$ cat src/rtl/vga_plot_arbiter.sv
// vga_plot_arbiter: round-robin burst arbiter that shares the vga_adapter pixel-write
// port between four drawing engines and registers the owner's pixel onto colour/x/y/plot.
module vga_plot_arbiter #(
    parameter int unsigned TIMEOUT = 16,
    parameter int unsigned X_MAX   = 159,
    parameter int unsigned Y_MAX   = 119
) (
    input  logic        clk,
    input  logic        reset_n,
    input  logic [3:0]  req,
    input  logic [3:0]  last,
    input  logic [31:0] x_in,
    input  logic [27:0] y_in,
    input  logic [11:0] colour_in,
    output logic [3:0]  gnt,
    output logic [3:0]  ack,
    output logic [2:0]  colour_out,
    output logic [7:0]  xVal_out,
    output logic [6:0]  yVal_out,
    output logic        plot_out,
    output logic        busy,
    output logic        timeout
);
    // state | meaning
    // IDLE  | no owner; scan req from rr_ptr and grant the first requester found
    // BUSY  | one owner holds the port until it acks a last pixel or idles out
    typedef enum logic {S_IDLE, S_BUSY} state_t;

    localparam logic [7:0] LP_TIMEOUT = TIMEOUT[7:0];
    localparam logic [7:0] LP_X_MAX   = X_MAX[7:0];
    localparam logic [6:0] LP_Y_MAX   = Y_MAX[6:0];

    state_t     r_state, w_state_nxt;
    logic [3:0] r_gnt, w_gnt_nxt;
    logic [1:0] r_owner, w_owner_nxt;
    logic [1:0] r_rr_ptr, w_rr_nxt;
    logic [7:0] r_idle_cnt, w_idle_cnt_nxt, w_idle_inc;
    logic       r_timeout, w_timeout_nxt;
    logic       w_found;
    logic [1:0] w_pick;
    logic [7:0] w_x;
    logic [6:0] w_y;
    logic [2:0] w_c;
    logic       w_ack_any;
    logic [2:0] r_colour;
    logic [7:0] r_x;
    logic [6:0] r_y;
    logic       r_plot;

    assign ack        = r_gnt & req;
    assign w_ack_any  = |ack;
    assign gnt        = r_gnt;
    assign busy       = (r_state == S_BUSY);
    assign timeout    = r_timeout;
    assign colour_out = r_colour;
    assign xVal_out   = r_x;
    assign yVal_out   = r_y;
    assign plot_out   = r_plot;

    // First requesting engine at or after rr_ptr, wrapping mod 4.
    always_comb begin
        w_found = 1'b0;
        w_pick  = r_rr_ptr;
        for (int k = 0; k < 4; k++) begin
            if (!w_found && req[r_rr_ptr + 2'(k)]) begin
                w_found = 1'b1;
                w_pick  = r_rr_ptr + 2'(k);
            end
        end
    end

    always_comb begin
        w_x = x_in[7:0];
        w_y = y_in[6:0];
        w_c = colour_in[2:0];
        case (r_owner)
            2'd1: begin w_x = x_in[15:8];  w_y = y_in[13:7];  w_c = colour_in[5:3];  end
            2'd2: begin w_x = x_in[23:16]; w_y = y_in[20:14]; w_c = colour_in[8:6];  end
            2'd3: begin w_x = x_in[31:24]; w_y = y_in[27:21]; w_c = colour_in[11:9]; end
            default: ;
        endcase
    end

    always_comb begin
        w_state_nxt    = r_state;
        w_gnt_nxt      = r_gnt;
        w_owner_nxt    = r_owner;
        w_rr_nxt       = r_rr_ptr;
        w_idle_cnt_nxt = r_idle_cnt;
        w_timeout_nxt  = 1'b0;
        w_idle_inc     = r_idle_cnt + 8'd1;
        case (r_state)
            S_IDLE: begin
                if (w_found) begin
                    w_gnt_nxt      = 4'b0001 << w_pick;
                    w_owner_nxt    = w_pick;
                    w_idle_cnt_nxt = '0;
                    w_state_nxt    = S_BUSY;
                end
            end
            S_BUSY: begin
                if (req[r_owner]) begin
                    w_idle_cnt_nxt = '0;
                    if (last[r_owner]) begin
                        w_gnt_nxt   = '0;
                        w_rr_nxt    = r_owner + 2'd1;
                        w_state_nxt = S_IDLE;
                    end
                end else if (w_idle_inc == LP_TIMEOUT) begin
                    // Owner went quiet too long: reclaim the port so others are not starved.
                    w_gnt_nxt      = '0;
                    w_rr_nxt       = r_owner + 2'd1;
                    w_idle_cnt_nxt = '0;
                    w_timeout_nxt  = 1'b1;
                    w_state_nxt    = S_IDLE;
                end else begin
                    w_idle_cnt_nxt = w_idle_inc;
                end
            end
            default: w_state_nxt = S_IDLE;
        endcase
    end

    always_ff @(posedge clk or negedge reset_n) begin
        if (!reset_n) begin
            r_state    <= S_IDLE;
            r_gnt      <= '0;
            r_owner    <= '0;
            r_rr_ptr   <= '0;
            r_idle_cnt <= '0;
            r_timeout  <= 1'b0;
        end else begin
            r_state    <= w_state_nxt;
            r_gnt      <= w_gnt_nxt;
            r_owner    <= w_owner_nxt;
            r_rr_ptr   <= w_rr_nxt;
            r_idle_cnt <= w_idle_cnt_nxt;
            r_timeout  <= w_timeout_nxt;
        end
    end

    // Out-of-range pixels are consumed and their coordinates kept, but never written.
    always_ff @(posedge clk or negedge reset_n) begin
        if (!reset_n) begin
            r_colour <= '0;
            r_x      <= '0;
            r_y      <= '0;
            r_plot   <= 1'b0;
        end else if (w_ack_any) begin
            r_colour <= w_c;
            r_x      <= w_x;
            r_y      <= w_y;
            r_plot   <= (w_x <= LP_X_MAX) && (w_y <= LP_Y_MAX);
        end else begin
            r_plot   <= 1'b0;
        end
    end
endmodule
$ cat config.mk
export PLATFORM = sky130hd
export DESIGN_NAME = vga_plot_arbiter
export DESIGN_NICKNAME = d
export VERILOG_FILES = /design/src/rtl/vga_plot_arbiter.sv
export SDC_FILE = /design/constraint.sdc
export NUM_CORES = 1
export LEC_CHECK = 0
export CAP_MARGIN = 20
export CORE_UTILIZATION = 40
export DETAILED_ROUTE_END_ITERATION = 8
export GPL_TIMING_DRIVEN = 0
export PLACE_DENSITY = 0.8
export SLEW_MARGIN = 15
export SYNTH_ARGS = -nofsm -noshare
export SYNTH_HDL_FRONTEND = slang
export SYNTH_SLANG_ARGS = --single-unit
export TNS_END_PERCENT = 1
$ cat constraint.sdc
create_clock -name clk -period 2.1 [get_ports clk]
set_input_delay 0.42 -clock clk [delete_from_list [all_inputs] [get_ports clk]]
set_output_delay 0.42 -clock clk [all_outputs]
set_load 0.02 [all_outputs]
==> results of run 1 <==
sequential cells by signal, indices dropped and copies added (netlist names):
name        cells
r_owner         2
colour_out      3
r_rr_ptr        2
gnt             4
yVal_out        7
xVal_out        8
timeout         1
plot_out        1
r_idle_cnt      8
busy            1
metal layers:
metal  up-vias  share of wire [%]
met4         0                3.3
li1       1181                  -
met3        22                6.1
met5         -                  0
met2       116                 47
met1      1254                 43
where the power goes:
| part | internal, mW | switching, mW | total, mW |
|---|---|---|---|
| Combinational | 1.28 | 1.59 | 2.86 |
| Clock | 0.261 | 0.246 | 0.507 |
| Sequential | 1.01 | 0.250 | 1.26 |
synth_stat cells (2+ instances only):
master / instances
a21o_1: 3
o41ai_1: 2
a32o_1: 3
o22ai_1: 2
and2_1: 5
nor2b_1: 2
ha_1: 5
nor3_1: 2
o31ai_1: 2
nand2_1: 34
nor2_1: 27
a31oi_1: 4
a222oi_1: 15
or2_2: 3
nand3_1: 4
nand4_1: 2
o21ai_0: 29
mux2i_1: 5
dfrtp_1: 37
clkbuf_1: 14
inv_1: 6
a22oi_1: 3
mux4_2: 2
a21oi_1: 22
repair_timing:
| action | in CTS | in global routing |
|---|---|---|
| setup buffers | 0 | 3 |
| pin swaps | 0 | 1 |
| endpoints found under the hold margin | 0 | 0 |
| hold buffers | 0 | 0 |
| endpoints found under the setup margin | 26 | 28 |
| resized for setup | 17 | 15 |
kinds of logic (layout without fill, tap and decap cells):
family                     Yosys count  after routing
buffers and inverters               24            142
adders and majority gates            5              5
AOI/OAI and AO/OA                   91             91
DFF                                 37             37
muxes                                8              8
and+or+nand+nor                     88             88
metrics by stage:
stage	hold slack, ns	setup slack, ns	cells	util [%]
after floorplan	0.1244	0.1596	253	-
after CTS	0.06275	0.0002423	441	67.96
after global routing	0.07826	-0.01650	441	68.73
final	0.04934	0.06891	441	68.73
after detailed placement	0.3767	-0.4685	434	65.79
after global placement	0.4961	-0.4431	433	65.36
final timing paths:
path                                                start                        end  slack, ns  depth (start not counted)
worst max register to register  r_idle_cnt[0]$_DFFE_PN0P_    r_rr_ptr[1]$_DFFE_PN0P_       0.07                          5
worst max-delay path            r_idle_cnt[0]$_DFFE_PN0P_    r_rr_ptr[1]$_DFFE_PN0P_       0.07                          5
worst min-delay path                              reset_n    yVal_out[6]$_DFFE_PN0P_       0.05                          1
max in group asynchronous                         reset_n     r_owner[0]$_DFFE_PN0P_       1.59                          2
worst min register to register  colour_out[0]$_DFFE_PN0P_  colour_out[0]$_DFFE_PN0P_       0.53                          2
min in group clk                colour_out[0]$_DFFE_PN0P_  colour_out[0]$_DFFE_PN0P_       0.53                          2
final cells by class:
| cell class | instances | share of cell area, % |
|---|---|---|
| multi-input combinational | 192 | 33.93 |
| timing repair buffer | 114 | 32.18 |
| sequential | 37 | 26.02 |
| tap | 70 | 2.448 |
| clock buffer | 7 | 2.413 |
| buffer | 14 | 2.274 |
| inverter | 7 | 0.7345 |
==> out/summary.txt, run 1 <==
largest family of logic cells by synthesized area: compound AO/OA/AOI/OAI gates
Mapped Cells: 253
ys async rst share: 100.0%
layout cells sized above 1: 10.51%
Cell Rows: 26
area share of fa/ha/maj cells after synthesis: 2.826%
Area growth, synth to finish: 61.62%
status: finished clean
setup TNS: 0 ns
critical path's largest stage delay: 0.45 ns
multi-input logic area: 1214 um2
Core Area: 5205 um2
Synth area leader: dfrtp_1
Final setup viols: 0
GR Util met2: 40.81%
Routed WL: 7743 um
commonest non-fill, non-tap cell in the layout: clkdlybuf4s50_1
DRT iter0 DRCs: 211
leading post-synthesis cells by cell area: dfrtp_1, a222oi_1, o21ai_0
DRC: 0
Final Hold Vio Count: 0
clock root buffer: clkbuf_8
delay-heaviest family, CP: compound AO/OA/AOI/OAI gates
commonest non-fill, non-tap cells in the layout: clkdlybuf4s50_1, nand2_1, dfrtp_1
worst-path cell chain: nand3_4 > or3_1 > a221o_2 > o22ai_4 > mux2_4
GP Congestion: 0.8573
Max IR drop VDD: 0.0008515 V
crit path max fanout: 7
Vias/cell: 5.834
Overall Global Routing Usage: 25.93%
Die H: 76.39 um
GRT Residual Overflow: 0
pwr/cell area: 1296 nW/um2
DP Area: 3425 um2
Warnings, synthesis: 0
Clock Skew: 0.01351 ns
Avg Cell Area, Syn: 8.749 um2
grt met1 use: 34.40%
Slew @ Worst Pin: 0.5514 ns
antenna viol nets, final: 0
fill count: 427
vias in the first global route: 2392
DR WL/cell: 17.56 um
CP arrival: 2.22 ns
fin crit share: 96.72%
register area: 930.9 um2
worst-path cell with the longest stage delay: dfrtp_2
startpoint type of the worst setup path: flip-flop
main flop type after synthesis: dfrtp_1
Max Slew Vio Count: 0
Synth Register Bits: 37
Design Power: 4.635 mW
fmax: 0.4923 GHz
IO Pins: 111
compound-gate portion of the synthesized area: 27.53%
Synth Net Count: 340
number of distinct library cells after synthesis: 44
worst min path class: in2async
fin nets: 458
Post-synth EDFFs: 0
TritonCTS buffer count: 5
clk_lat worst skew: 0.29 ns
Tmin final: 2.031 ns
clk buf depth: 2
first-pass GRT wire length: 11960 um
GR peak layer: met2
antenna violations before repair: 0
CP required: 2.29 ns
Starting Density: 42.52%
relative slew slack: 63.24%
CTS tree: yes
Simple-Gate Fraction of Synth Area: 18.26%
DPL Wire Length: 5867 um
CTS Sinks: 37
Die ar.: 5835 um2
mux cell area share after synthesis: 4.975%
LEAKAGE: 1.545 nW
register area share after synthesis: 41.83%
met3 usage: 5.269%
CP Buf/Inv Count: 0
# Max-Cap Violations: 0
Synth Area in XOR/XNOR: 0%
Mapped Area: 2213 um2
critical path class: reg2reg
CTS H-tree lvls: 2
Design Area, Final: 3577 um2
drt first pass iters: 7
total number of vias: 2573
Clock transition at path regs: 0.08 ns
I/O Buffers: 110
ant diodes: 0
pin count of the biggest net entering global routing: 23
crit path capture type: flip-flop
die width: 76.39 um
top cell type's share of synthesized area: 41.83%
No activity file was read; power rests on OpenSTA's default activity.
==> run 2: changes to the inputs <==
--- a/config.mk
+++ b/config.mk
@@ -8,7 +8,7 @@
 export CAP_MARGIN = 20
 export CORE_UTILIZATION = 40
 export DETAILED_ROUTE_END_ITERATION = 8
-export GPL_TIMING_DRIVEN = 0
+export HOLD_SLACK_MARGIN = 0.15
 export PLACE_DENSITY = 0.8
 export SLEW_MARGIN = 15
 export SYNTH_ARGS = -nofsm -noshare
==> run 2 against run 1 <==
Total power up 4.2%. Die area unchanged. Routed wire length down 1.7%. Clock skew down 0.0093 ns. Critical path depth unchanged. Final cell count up 2.5%. First-iteration DRC count up 34%.
==> out/summary.txt, run 2 (synthesis gave the netlist of run 1 again) <==
DRC: 0 (unchanged)
IO Pins: 111 (unchanged)
Area growth, synth to finish: 64.90%
DR WL/cell: 16.84 um (-4.1%)
CTS H-tree lvls: 2 (unchanged)
vias in the first global route: 2300 (-3.8%)
post-CTS setup buffer count: 0 (unchanged)
Final WS setup: 0.1455 ns (+0.07658 ns)
pin count of the biggest net entering global routing: 38 (+65%)
Die ar.: 5835 um2 (unchanged)
Vias/cell: 5.593 (-4.1%)
crit path max fanout: 6 (-1)
worst min path class: in2async
layout cells sized above 1: 12.83% (+2.3 points)
critical path's largest stage delay: 0.53 ns (+0.08 ns)
worst-path cell chain: clkdlybuf4s50_1 > mux4_2 > nand2b_1 > o22ai_2 > mux2_4
TritonCTS buffer count: 5 (unchanged)
Slew @ Worst Pin: 0.8099 ns (+0.2584 ns)
Core Area: 5205 um2 (unchanged)
commonest non-fill, non-tap cells in the layout: clkdlybuf4s50_1, dfrtp_1, nand2_1
status: finished clean
antenna violations before repair: 0 (unchanged)
post-cts hold buffer count: 0 (unchanged)
# Max-Cap Violations: 0 (unchanged)
DPL Wire Length: 5826 um (-0.69%)
clk_lat worst skew: 0.30 ns (about the same)
Tmin final: 1.955 ns (-0.07658 ns)
Max IR drop VDD: 0.0007274 V (-15%)
Starting Density: 42.52% (unchanged)
ant diodes: 0 (unchanged)
final core utilization: 70.12% (+1.4 points)
CTS tree: yes
I/O Buffers: 110 (unchanged)
GP Congestion: 0.8946 (+4.4%)
Max Slew Vio Count: 0 (unchanged)
fin nets: 468 (+2.2%)
CTS Sinks: 37 (unchanged)
crit path capture type: flip-flop
relative slew slack: 46.01% (-17 points)
LEAKAGE: 1.581 nW (+2.3%)
worst-path cell with the longest stage delay: mux4_2
Final Hold Vio Count: 0 (unchanged)
critical path class: in2reg
Die H: 76.39 um (unchanged)
commonest non-fill, non-tap cell in the layout: clkdlybuf4s50_1
drt first pass iters: 7 (unchanged)
Clock transition at path regs: 0.07 ns (about the same)
CP required: 2.29 ns (about the same)
fin crit share: 93.07% (-3.6 points)
first-pass GRT wire length: 11740 um (-1.8%)
antenna viol nets, final: 0 (unchanged)
CP arrival: 2.14 ns (-0.08 ns)
GRT Residual Overflow: 0 (unchanged)
clock root buffer: clkbuf_8
fmax: 0.5116 GHz (+3.9%)
Routed WL: 7611 um (-1.7%)
total number of vias: 2528 (-1.7%)
die width: 76.39 um (unchanged)
Overall Global Routing Usage: 26.02% (+0.084 points)
pwr/cell area: 1323 nW/um2 (+2.1%)
Final setup viols: 0 (unchanged)
startpoint type of the worst setup path: primary input
clk buf depth: 2 (unchanged)
Clock Skew: 0.004169 ns (-0.009344 ns)
RSZ-0062 raised after global routing: false
DRT iter0 DRCs: 282 (+34%)
Cell Rows: 26 (unchanged)
pre-CTS setup slack: -0.1656 ns (+0.3030 ns)
-- run 2: layout make-up --
type                            instances  area (um2)
Sequential cell                        37       925.9
Clock inverter                          2       37.54
Inverter                                7       26.28
Fill cell                             428        1555
Timing Repair Buffer                  138        1301
Multi-Input combinational cell        192        1189
Tap cell                               70       87.58
Clock buffer                            6       82.58
-- run 2: final timing paths --
path / startpoint / endpoint / slack (ns) / depth (start not counted)
setup / recovery: req[3] / r_rr_ptr[1]$_DFFE_PN0P_ / 0.15 / 5
hold / removal: reset_n / gnt[2]$_DFFE_PN0P_ / 0.21 / 1
setup reg to reg: r_idle_cnt[0]$_DFFE_PN0P_ / r_rr_ptr[1]$_DFFE_PN0P_ / 0.16 / 5
hold reg to reg: r_idle_cnt[7]$_DFFE_PN0P_ / r_idle_cnt[7]$_DFFE_PN0P_ / 0.52 / 1
max in group asynchronous: reset_n / r_idle_cnt[3]$_DFFE_PN0P_ / 1.38 / 1
min in group clk: r_idle_cnt[7]$_DFFE_PN0P_ / r_idle_cnt[7]$_DFFE_PN0P_ / 0.52 / 1
-- run 2: stage by stage --
stage	hold WS, ns	TNS (ns)	power [mW]	instances	cell area [um2]
3_5_place_dp	0.5034	-3.359	4.149	444	3532
3_3_place_gp	0.4996	-0.9570	4.074	444	3532
4_1_cts	0.2368	0	4.829	452	3647
5_1_grt	0.2836	0	5.135	452	3650
6_report	0.2086	0	4.828	452	3650
2_1_floorplan	0.1244	0	2.876	253	2213
-- run 2: report_power, final --
group / leakage (nW) / total (mW) / internal (mW) / switching (mW)
logic: 1.07 / 2.94 / 1.36 / 1.58
clock network: 0.0574 / 0.662 / 0.386 / 0.276
registers: 0.450 / 1.23 / 1.01 / 0.222
total: 1.58 / 4.83 / 2.75 / 2.07
-- run 2: timing repair --
item	CTS	global route
endpoints found under the setup margin	4	1
pin swaps	0	0
hold endpoints to repair	0	0
resized for setup	4	1
-- run 2: per-layer routing --
metal	vias up	track usage [%]	routed length, um
met1	1204	34.12	3211
li1	1197	-	-
met2	108	41.89	3732
met5	-	0	0
met3	19	5.868	483
met4	0	9.615	183
-- run 2: critical path, delay by kind of cell --
kind / cells / cell delay, ns
muxes: 2 / 0.85
AOI/OAI and AO/OA: 1 / 0.18
buffers and inverters: 1 / 0.50
and+or+nand+nor: 1 / 0.19
==> run 3: changes to the inputs <==
--- a/config.mk
+++ b/config.mk
@@ -6,10 +6,11 @@
 export NUM_CORES = 1
 export LEC_CHECK = 0
 export CAP_MARGIN = 20
-export CORE_UTILIZATION = 40
+export CORE_UTILIZATION = 50
 export DETAILED_ROUTE_END_ITERATION = 8
+export DONT_BUFFER_PORTS = 1
 export HOLD_SLACK_MARGIN = 0.15
-export PLACE_DENSITY = 0.8
+export PLACE_DENSITY = 0.74
 export SLEW_MARGIN = 15
 export SYNTH_ARGS = -nofsm -noshare
 export SYNTH_HDL_FRONTEND = slang
==> run 3 against run 2 <==
Critical path depth did not move. First-iteration DRC count increased by 6.0%. Combinational power decreased by 38%. Via count is 19% lower. Sequential share of layout area increased by 13 points. Count of clock-buffer cells in the layout unchanged. Sequential power increased by 27%. Global-route usage shrank 0.77 points. Non-clock buffer count down 125. Fmax decreased by 3.7%. Die area is 19% lower. Critical endpoint is now busy$_DFF_PN0_. Largest cell class is now multi-input combinational cells. Highest routed layer unchanged.
==> out/summary.txt, run 3 (synthesis gave the netlist of run 1 again) <==
CP required: 2.28 ns (about the same)
Cell Rows: 23 (-12%)
Starting Density: 53.79% (+11 points)
Slew @ Worst Pin: 0.4138 ns (-0.3961 ns)
Overall Global Routing Usage: 25.25% (-0.77 points)
clk buf depth: 2 (unchanged)
CTS H-tree lvls: 2 (unchanged)
ant diodes: 0 (unchanged)
DRC: 0 (unchanged)
dpl cells: 297 (-33%)
clk_lat worst skew: 0.30 ns (about the same)
capturing point of the worst reg2reg path: busy$_DFF_PN0_
Final Hold Vio Count: 0 (unchanged)
commonest non-fill, non-tap cell in the layout: dfrtp_1
DP Area: 2296 um2 (-35%)
CP Buf/Inv Count: 0 (-1)
crit path max fanout: 7 (+1)
GP Congestion: 0.8121 (-9.2%)
DR WL/cell: 19.68 um (+17%)
Area growth, synth to finish: 9.158%
clock root buffer: clkbuf_8
Design Power: 3.869 mW (-20%)
CTS Sinks: 37 (unchanged)
pwr/cell area: 1601 nW/um2 (+21%)
CTS tree: yes
# Max-Cap Violations: 0 (unchanged)
Vias/cell: 6.710 (+20%)
total number of vias: 2060 (-19%)
Max Slew Vio Count: 0 (unchanged)
commonest non-fill, non-tap cells in the layout: dfrtp_1, nand2_1, o21ai_0
die width: 68.54 um (-10%)
hold path cells: 2
DPL Wire Length: 4433 um (-24%)
TritonCTS buffer count: 5 (unchanged)
fin crit share: 96.65% (+3.6 points)
Clock transition at path regs: 0.07 ns (about the same)
status: finished clean
GRT Residual Overflow: 0 (unchanged)
CP arrival: 2.21 ns (+0.07 ns)
worst min path class: in2reg
setup TNS: 0 ns (unchanged)
antenna violations before repair: 0 (unchanged)
critical path class: reg2reg
delay-heaviest family, CP: simple AND/OR/NAND/NOR gates
worst-path cell chain: nand3_2 > or3_1 > a221o_2 > o211a_1 > or2_1
fmax: 0.4927 GHz (-3.7%)
Worst Hold Launch: y_in[4]
RSZ-0062 raised after global routing: false
pin count of the biggest net entering global routing: 38 (unchanged)
Die ar.: 4697 um2 (-19%)
Hold EP: yVal_out[4]$_DFFE_PN0P_
Die H: 68.54 um (-10%)
Design Area, Final: 2416 um2 (-34%)
IO Pins: 111 (unchanged)
Tmin final: 2.030 ns (+0.07505 ns)
DRT iter0 DRCs: 299 (+6.0%)
crit path capture type: flip-flop
layout cells sized above 1: 13.23% (+0.40 points)
reg-to-reg setup timing slack: 0.07 ns (-0.09 ns)
Core Area: 4115 um2 (-21%)
fin nets: 343 (-27%)
first-pass GRT wire length: 8369 um (-29%)
vias in the first global route: 1694 (-26%)
startpoint type of the worst setup path: flip-flop
relative slew slack: 72.16% (+26 points)
I/O Buffers: 0 (-100%)
critical path's largest stage delay: 0.44 ns (-0.09 ns)
worst-path cell with the longest stage delay: a221o_2
Worst Reg-to-Reg Cells: 5 (unchanged)
drt first pass iters: 9 (+2)
reg-to-reg critical path startpoint: r_idle_cnt[2]$_DFFE_PN0P_
Routed WL: 6042 um (-21%)
Final setup viols: 0 (unchanged)
antenna viol nets, final: 0 (unchanged)
LEAKAGE: 1.055 nW (-33%)
Max IR drop VDD: 0.0007813 V (+7.4%)
Clock Skew: 0.006785 ns (+0.002616 ns)
fin cells: 307 (-32%)
==> run 3: changes by cell type in the layout (fill, tap and decap cells not counted), moves of 2 or more <==
cell	previous run	this run
buf_4	28	10
buf_12	0	2
dfrtp_2	0	2
dlygate4sd2_1	4	0
dfrtp_1	37	35
clkinv_2	0	2
clkdlybuf4s50_1	105	0
==> run 3: worst max-delay path by stage <==
stage                                    from  cells after the start                 endpoint
CTS                    r_owner[0]$_DFFE_PN0P_                      7       plot_out$_DFF_PN0_
detailed placement     r_owner[0]$_DFFE_PN0P_                      7       plot_out$_DFF_PN0_
floorplan           r_idle_cnt[0]$_DFFE_PN0P_                      5  r_rr_ptr[1]$_DFFE_PN0P_
global route        r_idle_cnt[2]$_DFFE_PN0P_                      6  r_rr_ptr[0]$_DFFE_PN0P_
finish              r_idle_cnt[2]$_DFFE_PN0P_                      5           busy$_DFF_PN0_
global placement    r_idle_cnt[0]$_DFFE_PN0P_                      5           busy$_DFF_PN0_
==> run 3: metal layers <==
metal	GRT usage [%]	up-vias	wire length, um
met5	0	-	0
met4	9.115	0	79
met3	10.86	8	656
met2	36.03	120	2829
met1	33.82	986	2476
li1	-	946	-
==> run 3: cell type report <==
type                       count  area (um2)
fill                         372        1699
multi-input combinational    192        1191
sequential                    37       928.4
timing repair buffer          13       125.1
clock buffer                   6       72.57
tap                           50       62.56
inverter                       7       26.28
clock inverter                 2       10.01
==> run 3: timing repair <==
item	in CTS	in global routing
hold endpoints to repair	37	0
setup endpoints to repair	0	12
hold buffers	2	0
gates resized for setup	0	4
buffers inserted	0	0
==> run 3: report_power, final <==
group | leakage, nW | switching (mW) | internal [mW]
logic | 0.563 | 1.05 | 0.772
clock network | 0.0450 | 0.260 | 0.230
registers | 0.447 | 0.549 | 1.01
==> run 3: per-stage QoR <==
stage / util, % / hold slack (ns) / worst slack (ns)
global route: 58.71 / 0.3576 / 0.01852
CTS: 58.53 / 0.3376 / 0.007239
floorplan: - / 0.1244 / 0.1596
global placement: 55.79 / 0.1256 / 0.1391
finish: 58.71 / 0.3385 / 0.07044
detailed placement: 55.79 / 0.1256 / 0.05020
